--- src/rtl/logic_gate_pkg.sv ---
// Shared encodings for the logic gate accumulator: op codes, FSM states,
// and helpers mapping an op code to its per-beat base operation.
package logic_gate_pkg;

  typedef enum logic [2:0] {
    OP_AND  = 3'd0,
    OP_OR   = 3'd1,
    OP_XOR  = 3'd2,
    OP_NAND = 3'd3,
    OP_NOR  = 3'd4,
    OP_XNOR = 3'd5,
    OP_RSV6 = 3'd6,
    OP_RSV7 = 3'd7
  } op_e;

  typedef enum logic [1:0] {
    ST_IDLE  = 2'd0,
    ST_ACCUM = 2'd1,
    ST_HOLD  = 2'd2
  } state_e;

  // Inverting ops fold with their base op; the inversion happens once at the output.
  // Reserved codes fall back to OR.
  function automatic op_e base_op(input logic [2:0] op);
    case (op)
      3'd0, 3'd3: base_op = OP_AND;
      3'd2, 3'd5: base_op = OP_XOR;
      default:    base_op = OP_OR;
    endcase
  endfunction

  function automatic logic is_inverting(input logic [2:0] op);
    is_inverting = (op == 3'd3) || (op == 3'd4) || (op == 3'd5);
  endfunction

endpackage

--- src/rtl/logic_gate_accumulator_if.sv ---
// Operand/result handshake bundle for the logic gate accumulator.
// master drives operands and out_ready; slave is the accumulator itself.
interface logic_gate_accumulator_if #(
  parameter int WIDTH = 8,
  parameter int CNT_W = 5
);

  logic [WIDTH-1:0] a;
  logic [2:0]       op;
  logic             in_valid;
  logic             in_last;
  logic             in_ready;
  logic [WIDTH-1:0] y0;
  logic [CNT_W-1:0] beats;
  logic             overflow;
  logic             out_valid;
  logic             out_ready;

  modport master (
    output a, op, in_valid, in_last, out_ready,
    input  in_ready, y0, beats, overflow, out_valid
  );

  modport slave (
    input  a, op, in_valid, in_last, out_ready,
    output in_ready, y0, beats, overflow, out_valid
  );

endinterface

--- src/rtl/logic_gate_op.sv ---
// Combinational per-beat fold: y = a (base op of op) b.
// Inverting ops reduce to their base op here; inversion is left to the caller.
module logic_gate_op
  import logic_gate_pkg::*;
#(
  parameter int WIDTH = 8
) (
  input  logic [WIDTH-1:0] a,
  input  logic [WIDTH-1:0] b,
  input  logic [2:0]       op,
  output logic [WIDTH-1:0] y
);

  always_comb begin
    y = a | b;
    case (base_op(op))
      OP_AND:  y = a & b;
      OP_XOR:  y = a ^ b;
      default: y = a | b;
    endcase
  end

endmodule

--- src/rtl/logic_gate_accumulator.sv ---
// Folds a frame of operand beats with a bitwise gate op and holds the result
// until the consumer takes it; frames longer than MAX_BEATS are cut off.
module logic_gate_accumulator
  import logic_gate_pkg::*;
#(
  parameter int WIDTH     = 8,
  parameter int MAX_BEATS = 16
) (
  input logic                      clk,
  input logic                      rst_n,
  logic_gate_accumulator_if.slave  bus
);

  localparam int CNT_W = $clog2(MAX_BEATS + 1);

  state_e           state;
  logic [WIDTH-1:0] acc;
  logic [WIDTH-1:0] fold;
  logic [WIDTH-1:0] acc_next;
  logic [2:0]       op_q;
  logic [2:0]       op_eff;
  logic [CNT_W-1:0] count;
  logic [CNT_W-1:0] count_next;
  logic             accept;
  logic             deliver;
  logic             cap_hit;
  logic             frame_end;

  logic             in_ready_q;
  logic             out_valid_q;
  logic             overflow_q;
  logic [WIDTH-1:0] y0_q;
  logic [CNT_W-1:0] beats_q;

  assign bus.in_ready  = in_ready_q;
  assign bus.out_valid = out_valid_q;
  assign bus.overflow  = overflow_q;
  assign bus.y0        = y0_q;
  assign bus.beats     = beats_q;

  logic_gate_op #(.WIDTH(WIDTH)) u_op (
    .a  (acc),
    .b  (bus.a),
    .op (op_q),
    .y  (fold)
  );

  // The first beat of a frame loads directly and uses the live op; later beats fold with the latched op.
  always_comb begin
    accept     = bus.in_valid && in_ready_q;
    deliver    = out_valid_q && bus.out_ready;
    op_eff     = (state == ST_IDLE) ? bus.op : op_q;
    acc_next   = (state == ST_IDLE) ? bus.a : fold;
    count_next = (state == ST_IDLE) ? CNT_W'(1) : count + CNT_W'(1);
    cap_hit    = (count_next == CNT_W'(MAX_BEATS));
    frame_end  = accept && (bus.in_last || cap_hit);
  end

  always_ff @(posedge clk or negedge rst_n) begin
    if (!rst_n) begin
      state       <= ST_IDLE;
      acc         <= '0;
      count       <= '0;
      op_q        <= 3'd0;
      y0_q        <= '0;
      beats_q     <= '0;
      overflow_q  <= 1'b0;
      out_valid_q <= 1'b0;
      in_ready_q  <= 1'b0;
    end else begin
      case (state)
        ST_IDLE, ST_ACCUM: begin
          in_ready_q <= 1'b1;
          if (accept) begin
            acc   <= acc_next;
            count <= count_next;
            if (state == ST_IDLE) op_q <= bus.op;
            if (frame_end) begin
              state       <= ST_HOLD;
              in_ready_q  <= 1'b0;
              out_valid_q <= 1'b1;
              y0_q        <= is_inverting(op_eff) ? ~acc_next : acc_next;
              beats_q     <= count_next;
              // Reaching frame_end without in_last can only mean the beat cap cut the frame.
              overflow_q  <= !bus.in_last;
            end else begin
              state <= ST_ACCUM;
            end
          end
        end
        ST_HOLD: begin
          if (deliver) begin
            state       <= ST_IDLE;
            out_valid_q <= 1'b0;
            in_ready_q  <= 1'b1;
          end
        end
        default: begin
          state       <= ST_IDLE;
          out_valid_q <= 1'b0;
          in_ready_q  <= 1'b0;
        end
      endcase
    end
  end

endmodule
--- src/flat_wrapper.sv ---
// flat-port wrapper written by rule: the top's interface ports become plain ports
module logic_gate_accumulator_flat import logic_gate_pkg::*;
#(
  parameter int WIDTH     = 8,
  parameter int MAX_BEATS = 16
)
  (clk, rst_n, bus_a, bus_op, bus_in_valid, bus_in_last, bus_out_ready, bus_in_ready, bus_y0, bus_beats, bus_overflow, bus_out_valid);
  logic_gate_accumulator_if #(.WIDTH(WIDTH)) bus_i ();
  input logic clk;
  input logic rst_n;
  input wire logic [$bits(bus_i.a)-1:0] bus_a;
  input wire logic [$bits(bus_i.op)-1:0] bus_op;
  input wire logic [$bits(bus_i.in_valid)-1:0] bus_in_valid;
  input wire logic [$bits(bus_i.in_last)-1:0] bus_in_last;
  input wire logic [$bits(bus_i.out_ready)-1:0] bus_out_ready;
  output wire logic [$bits(bus_i.in_ready)-1:0] bus_in_ready;
  output wire logic [$bits(bus_i.y0)-1:0] bus_y0;
  output wire logic [$bits(bus_i.beats)-1:0] bus_beats;
  output wire logic [$bits(bus_i.overflow)-1:0] bus_overflow;
  output wire logic [$bits(bus_i.out_valid)-1:0] bus_out_valid;
  assign bus_i.a = bus_a;
  assign bus_i.op = bus_op;
  assign bus_i.in_valid = bus_in_valid;
  assign bus_i.in_last = bus_in_last;
  assign bus_i.out_ready = bus_out_ready;
  assign bus_in_ready = bus_i.in_ready;
  assign bus_y0 = bus_i.y0;
  assign bus_beats = bus_i.beats;
  assign bus_overflow = bus_i.overflow;
  assign bus_out_valid = bus_i.out_valid;
  logic_gate_accumulator #(.WIDTH(WIDTH), .MAX_BEATS(MAX_BEATS)) u_core (.clk(clk), .rst_n(rst_n), .bus(bus_i));
endmodule
--- config.mk ---
export PLATFORM = sky130hd
export DESIGN_NAME = logic_gate_accumulator_flat
export DESIGN_NICKNAME = d
export VERILOG_FILES = /design/src/rtl/logic_gate_pkg.sv /design/src/rtl/logic_gate_accumulator_if.sv /design/src/rtl/logic_gate_op.sv /design/src/rtl/logic_gate_accumulator.sv /design/src/flat_wrapper.sv
export SDC_FILE = /design/constraint.sdc
export NUM_CORES = 1
export LEC_CHECK = 0
export BUFFER_PORTS_ARGS = -buffer_cell sky130_fd_sc_hd__buf_2
export CAP_MARGIN = 30
export CORE_ASPECT_RATIO = 0.8
export CORE_MARGIN = 3
export CORE_UTILIZATION = 45
export DETAILED_ROUTE_END_ITERATION = 10
export PLACE_DENSITY = 0.75
export REMOVE_ABC_BUFFERS = 1
export SETUP_SLACK_MARGIN = 0.4
export SYNTH_ARGS = -nofsm -noshare
export SYNTH_HDL_FRONTEND = slang
export SYNTH_SLANG_ARGS = --single-unit
--- constraint.sdc ---
create_clock -name clk -period 3.4 [get_ports clk]
set_clock_uncertainty 0.05 [all_clocks]
set_input_delay 0.17 -clock clk [delete_from_list [all_inputs] [get_ports clk]]
set_output_delay 0.17 -clock clk [all_outputs]
set_load 0.05 [all_outputs]
# == After elaboration in Yosys (flattened, before gate mapping) ==
# Index checks and enable logic that the tools add are counted.
# classes
addsub,1
multipliers,0
div,0
magnitude_cmp,0
eq_ne,13
n_shift,0
mux,18
bitwise_logic,4
reduce_logical,17
# op_table
operator,n
8-bit 2-to-1 mux,2
8-bit case mux with 2 select lines,1
"3-bit by 2-bit equality test with 1-bit output, second input constant",4
"3-bit equality test, second input constant",3
8-bit AND,1
8-bit NOT,1
8-bit bitwise OR,1
2-bit case mux with 2 select lines,2
8-bit bitwise XOR,1
3-bit zero test,2
1-bit 2-to-1 mux,6
2-bit 2-to-1 mux,3
"2-bit by 1-bit inequality test with 1-bit output, second input constant",3
3-bit AND reduction,2
2-bit OR reduction,3
"5-bit by 1-bit adder with 5-bit output, second input constant",1
"5-bit equality test, second input constant",1
5-bit 2-to-1 mux,1
1-bit case mux with 2 select lines,2
2-bit AND reduction,2
1-bit logical AND,3
1-bit logical OR,3
3-bit 2-to-1 mux,1
"2-bit by 1-bit equality test with 1-bit output, second input constant",1
other kinds (3),3
# word_totals
regBits,34
latchBits,0
ramBits,0
mem_bits_ro,0
input_bits,16
out_inout_bits,16
word_cells,62
memories,0

# == Depth between registers and ports, before layout ==
# Gate-level depths: netlist of the first run.
# logic_depth
ltp_word,8
ltp_mapped,8

# == By module ==
# A second synthesis of the first run with hierarchy kept.
# unflattened
hier_cells,226
area_unflattened_um2,2314.7
# modules_own_cells
mod,instances,cells_per_inst,area_each_um2
logic_gate_accumulator,1,142,1654.1
logic_gate_op,1,84,660.6

# == Least setup slack after synthesis of the first run ==
# Ideal clock, no wire load.
# synth_path
path_kind,reg-to-reg
startpoint,register u_core.count[0]
endpoint,"register u_core.y0_q[0], in the netlist u_core.bus.y0[0]"
setup_time_ns,0.125
arrival_time_ns,1.992
setup_slack_ns,1.233
path_stages_with_launch,9
path_buffers,1
synth_period_minus_slack_ns,2.167
cell_sequence,dfrtp_1 > ha_1 > and2_4 > nand2_2 > o32ai_2 > nand3b_2 > o21ai_4 > buf_12 > mux2_4
# synth_between
elab_chain_len,6
# synth_rtl
item,line,source
"start, declared",logic_gate_accumulator.sv:22,logic [CNT_W-1:0] count;
"start signal, assigned",logic_gate_accumulator.sv:76,count <= count_next;
5-bit by 1-bit adder with 5-bit output,logic_gate_accumulator.sv:54,count_next = (state == ST_IDLE) ? CNT_W'(1) : count + CNT_W'(1);
5-bit 2-to-1 mux,logic_gate_accumulator.sv:54,
5-bit equality test,logic_gate_accumulator.sv:55,cap_hit = (count_next == CNT_W'(MAX_BEATS));
1-bit logical OR,logic_gate_accumulator.sv:56,frame_end = accept && (bus.in_last || cap_hit);
1-bit logical AND,logic_gate_accumulator.sv:56,
3-bit AND reduction (no source line),-,
"end signal, assigned",logic_gate_accumulator.sv:82,y0_q <= is_inverting(op_eff) ? ~acc_next : acc_next;
"end, declared",logic_gate_accumulator.sv:32,logic [WIDTH-1:0] y0_q;
# No other way between the ends.
# A chain may end at the register's enable or synchronous reset.

# == Worst setup path in the final report of the first run ==
# layout_path
startpoint,register u_core.count[0]
endpoint,"register u_core.y0_q[7], in the netlist u_core.bus.y0[7]"
# The elaborated chain is that of the path after synthesis.

==> metrics.cfg, run 1 <==
[cts]
tritoncts=yes
ctsRootBufferMaster=sky130_fd_sc_hd__clkbuf_8
cts.htree.levels=2
clk_pin_slew_ns=0.08
cts_inserted_buffers=5
postCtsResizedCells=0
clock_sinks=34
cts_buffer_depth=2
clock_latency_ns=0.28

[setup_path]
crit_path_max_fanout=16
critical-path-slowest-cell=sky130_fd_sc_hd__o21ai_4
crit_type=reg2reg
critical_path.max_stage_delay_ns=0.58
worstPathCellList=ha_1 -> and2_4 -> nand2_2 -> o32ai_2 -> nand3b_2 -> o21ai_4 -> mux2_2
endpoint_kind=register
cp_data_arrival_time_ns=2.65
timing.critical_path.from_type=register
cp_data_required_time_ns=3.52
crit_buf_inv=0
critical_path.top_delay_family=compound AO/OA/AOI/OAI gates

[sta]
setup_tns_ns=0
worst_slew_margin_rel=0.505
setup_viol=0
fmax_mhz=394
hold_ws_ns=0.0306
period_share=0.746
drv_slew=0
layout_min_cycle_time_ns=2.54
final-hold-violation-count=0
grt_setup_unrepaired=false
max_slew.worst_pin.slew_ns=0.742

[pwr]
p_total_mw=2.63
p_leak_nw=1.22
pwr_density_cell_mw_per_mm2=1020
worst_ir_drop_vdd_mv=0.549

[drt]
drc=0
vias_per_cell=5.25
drt-pass1-iter-count=5
totalWireLength_um=4500
vias=1737
route.detailed.wl_per_inst_um=13.6
detailedRoute.firstIterationViolations=92
postRouteAntennaNets=0

[place]
port-buffer-count=31
routability_driven_placement_congestion_ratio=0.854
placement.cell_area_mm2=0.00247
dpl.hpwl_um=3300

[floorplan]
fp.dieH_um=70.0
ios=32
die-width_um=86.1
die_area_mm2=0.00603
row_count=22
initial_core_util=0.484
fp.coreArea_mm2=0.00476

[cells_and_area]
area_growth_syn_to_layout_pct=11.7
final_layout_size_suffix_gt1_frac=0.251
num_antenna_cells=0
finish.net_count=303
finish.instance_area_mm2=0.00258

[logic_synthesis]
post_synth.cell_area_avg_um2=9.53
synth-seq-cells=34
synthesis.instances=242
synth_sequential_area_ratio=0.369
asyncSetResetFlopFracSynth=1.00
netlist-cell-type-count=47
syn-cell-area_mm2=0.00231
yosysWarningCount=0
synth_ff_type=sky130_fd_sc_hd__dfrtp_1
synth_enable_flop_cells=0

[global_route]
grt.overflow.total=0
grt_pass1_vias=1666
groute.usage.overall=0.161
largest_net_degree_at_the_start_of_global_routing=35
grt_first_pass_wirelength_um=7830
grt_antenna_before_repair=0

[outcome]
status=finished, final reports clean

[job]
max_capacitance_violation_count=0

[hold_path]
timing.hold.worst.class=in2reg

Yosys cell counts (2+ instances only):
library cell                n  area, um2
sky130_fd_sc_hd__a211o_1    2       17.5
sky130_fd_sc_hd__a211oi_1  12       90.1
sky130_fd_sc_hd__a21oi_1    9       45.0
sky130_fd_sc_hd__and3_1     2       12.5
sky130_fd_sc_hd__buf_2      5       25.0
sky130_fd_sc_hd__buf_4      2       15.0
sky130_fd_sc_hd__clkbuf_1   4       15.0
sky130_fd_sc_hd__dfrtp_1   34        851
sky130_fd_sc_hd__ha_1      17        213
sky130_fd_sc_hd__inv_1     18       67.6
sky130_fd_sc_hd__mux2_2    10        113
sky130_fd_sc_hd__mux2_4     6       90.1
sky130_fd_sc_hd__mux2i_1    4       40.0
sky130_fd_sc_hd__nand2_1   21       78.8
sky130_fd_sc_hd__nand2b_1   9       56.3
sky130_fd_sc_hd__nand3_1    4       20.0
sky130_fd_sc_hd__nand3b_1   3       22.5
sky130_fd_sc_hd__nor2_1    19       71.3
sky130_fd_sc_hd__o21a_1     2       15.0
sky130_fd_sc_hd__o21ai_0   18       90.1
sky130_fd_sc_hd__o221a_2    2       22.5
sky130_fd_sc_hd__o22ai_1    2       12.5
sky130_fd_sc_hd__o31ai_1    3       22.5
sky130_fd_sc_hd__xor2_1    11       96.3
worst register-to-register path, stage by stage, from the launching register on:
cell	delay, ns
sky130_fd_sc_hd__dfrtp_1	0.45
sky130_fd_sc_hd__ha_1	0.26
sky130_fd_sc_hd__and2_4	0.17
sky130_fd_sc_hd__nand2_2	0.06
sky130_fd_sc_hd__o32ai_2	0.28
sky130_fd_sc_hd__nand3b_2	0.16
sky130_fd_sc_hd__o21ai_4	0.58
sky130_fd_sc_hd__mux2_2	0.41
worst paths after layout:
kind                                      from             endpoint  slack, ns  depth (start not counted)
max                            u_core.count[0]     u_core.bus.y0[7]       0.86                          7
min                                bus_in_last  u_core.bus.overflow       0.03                          2
max reg2reg                    u_core.count[0]     u_core.bus.y0[7]       0.86                          7
min reg2reg                u_core.bus.beats[4]  u_core.bus.beats[4]       0.46                          1
max in group asynchronous                rst_n        u_core.acc[7]       2.39                          2
min in group asynchronous                rst_n  u_core.bus.beats[2]       0.43                          2
through the flow:
step	util	worst slack, ns	std cells
final	0.541	0.863	331
after global routing	0.541	0.703	331
after CTS	0.541	0.840	331
after detailed placement	0.519	0.860	322
after global placement	0.519	0.951	322
after floorplan	-	1.15	229
power by group:
part / leakage (nW) / switching (mW) / total, mW / internal, mW
sequential: 0.422 / 0.202 / 0.780 / 0.578
clock: 0.0472 / 0.151 / 0.314 / 0.163
combinational: 0.755 / 0.939 / 1.54 / 0.599
total: 1.22 / 1.29 / 2.63 / 1.34
cells in the final DEF (no fill, tap or decap), types with 3 or more instances in the layout:
cell type / n
sky130_fd_sc_hd__mux2i_1: 4
sky130_fd_sc_hd__o31ai_1: 3
sky130_fd_sc_hd__inv_1: 18
sky130_fd_sc_hd__a211oi_1: 12
sky130_fd_sc_hd__nand2_1: 21
sky130_fd_sc_hd__a21oi_1: 9
sky130_fd_sc_hd__nand2b_1: 9
sky130_fd_sc_hd__mux2_2: 10
sky130_fd_sc_hd__nand3_1: 4
sky130_fd_sc_hd__clkbuf_8: 6
sky130_fd_sc_hd__xor2_1: 11
sky130_fd_sc_hd__dfrtp_1: 34
sky130_fd_sc_hd__o21ai_0: 18
sky130_fd_sc_hd__nor2_1: 19
sky130_fd_sc_hd__ha_1: 17
sky130_fd_sc_hd__mux2_4: 6
sky130_fd_sc_hd__buf_2: 31
sky130_fd_sc_hd__nand3b_1: 3
sequential cells by signal, indices dropped and copies added (netlist names):
| signal | flops |
|---|---|
| u_core.bus.y0 | 8 |
| u_core.bus.overflow | 1 |
| u_core.count | 5 |
| u_core.op_q | 3 |
| u_core.acc | 8 |
| u_core.bus.in_ready | 1 |
| u_core.bus.beats | 5 |
| u_core.state | 2 |
| u_core.bus.out_valid | 1 |
repair_timing:
| item | 4_1_cts | 5_1_grt |
|---|---|---|
| setup buffers | 0 | 0 |
| hold endpoints to repair | 34 | 0 |
| hold buffers | 1 | 0 |
metal layers:
layer  vias to the layer above  track usage  share of wire
met4                         0       0.0351         0.0038
met2                        37        0.235           0.42
met3                         2       0.0401          0.049
met5                         -            0              0
met1                       802        0.237           0.52
li1                        896            -              -
area by class of cell:
class | count | area [um2]
Tap cell | 60 | 75.1
Timing Repair Buffer | 34 | 180
Fill cell | 427 | 2180
Sequential cell | 34 | 851
Inverter | 18 | 67.6
Clock inverter | 2 | 12.5
Multi-Input combinational cell | 177 | 1310
Clock buffer | 6 | 82.6
kinds of logic (layout without fill, tap and decap cells):
family	Yosys count	after routing	share of synthesized area
compound gates	61	61	0.183
xor+xnor	11	11	0.0418
fa+ha+maj	17	17	0.0922
buf+inv	31	60	0.0640
flops	34	34	0.369
mux	20	20	0.105
simple gates	68	68	0.145
(Power assumes the default switching activity.)
==> inputs of run 2 (changes only) <==
--- a/config.mk
+++ b/config.mk
@@ -11,7 +11,7 @@
 export CORE_MARGIN = 3
 export CORE_UTILIZATION = 45
 export DETAILED_ROUTE_END_ITERATION = 10
-export PLACE_DENSITY = 0.75
+export PLACE_DENSITY = 0.77
 export REMOVE_ABC_BUFFERS = 1
 export SETUP_SLACK_MARGIN = 0.4
 export SYNTH_ARGS = -nofsm -noshare
==> constraint.sdc (replaced) <==
create_clock -name clk -period 2.2 [get_ports clk]
set_clock_uncertainty 0.05 [all_clocks]
set_input_delay 0.11 -clock clk [delete_from_list [all_inputs] [get_ports clk]]
set_output_delay 0.11 -clock clk [all_outputs]
set_load 0.05 [all_outputs]
==> metrics.cfg, run 2 (synthesized netlist as in run 1, its figures left out) <==
[global_route]
grt.overflow.total=0  ; unchanged
grt_antenna_before_repair=0  ; unchanged
grt_pass1_vias=1936  ; was 1666
largest_net_degree_at_the_start_of_global_routing=35  ; unchanged
groute.usage.overall=0.190  ; was 0.161
grt_first_pass_wirelength_um=9230  ; was 7830 um

[setup_path]
cp_data_required_time_ns=2.32  ; was 3.52 ns
critical_path.top_delay_family=buffers and inverters  ; was compound AO/OA/AOI/OAI gates
reg2reg_setup_slack_ns=0.15  ; was 0.86 ns
worst_r2r_path_depth=11  ; was 7
cp_num_cells=11  ; was 7
worst_r2r_startpoint=u_core.count[1]  ; was u_core.count[0]
worstPathCellList=ha_2 -> and2_4 -> buf_4 -> a21oi_4 -> o32ai_4 -> nand3b_4 -> o21ai_4 -> buf_6 -> buf_6 -> buf_4 -> a31o_2  ; was ha_1 -> and2_4 -> nand2_2 -> o32ai_2 -> nand3b_2 -> o21ai_4 -> mux2_2
timing.critical_path.from_type=register  ; unchanged
cp_data_arrival_time_ns=2.17  ; was 2.65 ns
crit_path_max_fanout=6  ; was 16
rr_endpoint=u_core.state[1]  ; was u_core.bus.y0[7]
endpoint_kind=register  ; unchanged
critical_path.max_stage_delay_ns=0.39  ; was 0.58 ns
critical-path-slowest-cell=sky130_fd_sc_hd__dfrtp_1  ; was sky130_fd_sc_hd__o21ai_4
crit_buf_inv=4  ; was 0
crit_type=reg2reg  ; unchanged
worst_setup_path_startpoint=u_core.count[1]  ; was u_core.count[0]

[hold_path]
whs_endpoint=u_core.op_q[1]  ; was u_core.bus.overflow
timing.hold.worst.class=in2reg  ; unchanged
worstHoldStart=bus_op[1]  ; was bus_in_last
hold-path-cell-count=2  ; unchanged

[cells_and_area]
fillCellCount=396  ; was 427
final_layout_size_suffix_gt1_frac=0.334  ; was 0.251
num_antenna_cells=0  ; unchanged
layout.cells.most_common_list=32 x sky130_fd_sc_hd__dfrtp_1, 31 x sky130_fd_sc_hd__buf_2, 21 x sky130_fd_sc_hd__nand2_1  ; was 34 x sky130_fd_sc_hd__dfrtp_1, 31 x sky130_fd_sc_hd__buf_2, 21 x sky130_fd_sc_hd__nand2_1
area_growth_syn_to_layout_pct=25.7  ; was 11.7%
layout.cells.non_filler=356  ; was 331
finish.instance_area_mm2=0.00290  ; was 0.00258 mm2
layout.cells.most_common=sky130_fd_sc_hd__dfrtp_1  ; unchanged
finish.net_count=328  ; was 303

[sta]
setup_viol=0  ; unchanged
period_share=0.930  ; was 0.746
worst_slew_margin_rel=0.490  ; was 0.505
layout_min_cycle_time_ns=2.05  ; was 2.54 ns
fmax_mhz=489  ; was 394 MHz
grt_setup_unrepaired=true  ; was false
setup_tns_ns=0  ; unchanged
final-hold-violation-count=0  ; unchanged
drv_slew=0  ; unchanged
max_slew.worst_pin.slew_ns=0.765  ; was 0.742 ns
postLayoutSetupSlackWorst_ns=0.154  ; was 0.863 ns

[place]
port-buffer-count=31  ; unchanged
dpl.hpwl_um=3520  ; was 3300 um
placement.cell_area_mm2=0.00260  ; was 0.00247 mm2
dpl.cell_count=337  ; was 322
dp_slack_ns=0.0804  ; was 0.860 ns
routability_driven_placement_congestion_ratio=0.806  ; was 0.854

[pwr]
pwr_density_cell_mw_per_mm2=1560  ; was 1020 mW/mm2
p_leak_nw=1.41  ; was 1.22 nW
worst_ir_drop_vdd_mv=1.10  ; was 0.549 mV
p_total_mw=4.52  ; was 2.63 mW

[drt]
drt-pass1-iter-count=4  ; was 5
vias_per_cell=5.24  ; was 5.25
postRouteAntennaNets=0  ; unchanged
drc=0  ; unchanged
totalWireLength_um=5240  ; was 4500 um
route.detailed.wl_per_inst_um=14.7  ; was 13.6 um
detailedRoute.firstIterationViolations=102  ; was 92
vias=1864  ; was 1737

[floorplan]
ios=32  ; unchanged
fp.coreArea_mm2=0.00476  ; unchanged
row_count=22  ; unchanged
die-width_um=86.1  ; unchanged
initial_core_util=0.484  ; unchanged
die_area_mm2=0.00603  ; unchanged
fp.dieH_um=70.0  ; unchanged

[cts]
cts_inserted_buffers=5  ; unchanged
ctsRootBufferMaster=sky130_fd_sc_hd__clkbuf_8  ; unchanged
clock_latency_ns=0.28  ; about the same
cts_buffer_depth=2  ; unchanged
clock_sinks=34  ; unchanged
tritoncts=yes  ; unchanged
clk_pin_slew_ns=0.07  ; was 0.08 ns
cts.htree.levels=2  ; unchanged

[outcome]
status=finished, final reports clean  ; unchanged

[job]
max_capacitance_violation_count=0  ; unchanged

run 2: worst max path at each step:
stage / endpoint / slack [ns]
floorplan: u_core.bus.beats[0] / -0.05
global placement: u_core.bus.y0[6] / 0.14
detailed placement: u_core.bus.y0[6] / 0.08
CTS: u_core.bus.y0[2] / 0.21
global route: u_core.state[1] / 0.08
finish: u_core.state[1] / 0.15
run 2: timing repair:
action                     CTS  global route
setup endpoints to repair   17            22
hold buffers                 2             0
hold endpoints to repair    35             0
gates cloned                 1             0
gates resized for setup     20             6
setup buffers                7             1
pin swaps                    4             0
run 2: worst register-to-register path, delay by kind of cell, from the launching register on:
family / cells / cell delay (ns)
flip-flops: 1 / 0.39
buffers and inverters: 4 / 0.52
adder cells (fa/ha/maj): 1 / 0.19
AO/OA/AOI/OAI: 4 / 0.50
AND/OR/NAND/NOR: 2 / 0.28
run 2: cell type report:
| type | instances | area, um2 | area share |
|---|---|---|---|
| Clock inverter | 1 | 5.00 | 0.00173 |
| Multi-Input combinational cell | 177 | 1390 | 0.481 |
| Sequential cell | 34 | 853 | 0.294 |
| Timing Repair Buffer | 59 | 418 | 0.144 |
| Inverter | 18 | 67.6 | 0.0233 |
| Clock buffer | 7 | 86.3 | 0.0298 |
| Tap cell | 60 | 75.1 | 0.0259 |
run 2: per-layer routing:
layer,wire [um],up-vias,GRT usage
met3,185,4,0.0377
met5,0,-,0
met4,25,0,0.0404
met1,2610,877,0.263
li1,-,952,-
met2,2420,31,0.306
run 2: metrics by stage:
stage,util,hold slack (ns)
floorplan,-,-0.236
global placement,0.545,0.170
detailed placement,0.545,0.177
CTS,0.602,0.0347
global route,0.609,0.0543
finish,0.609,0.0444
run 2: report_power, final:
group / switching (mW) / total, mW / internal, mW
registers: 0.266 / 1.17 / 0.899
logic: 1.66 / 2.89 / 1.23
clock network: 0.214 / 0.466 / 0.252
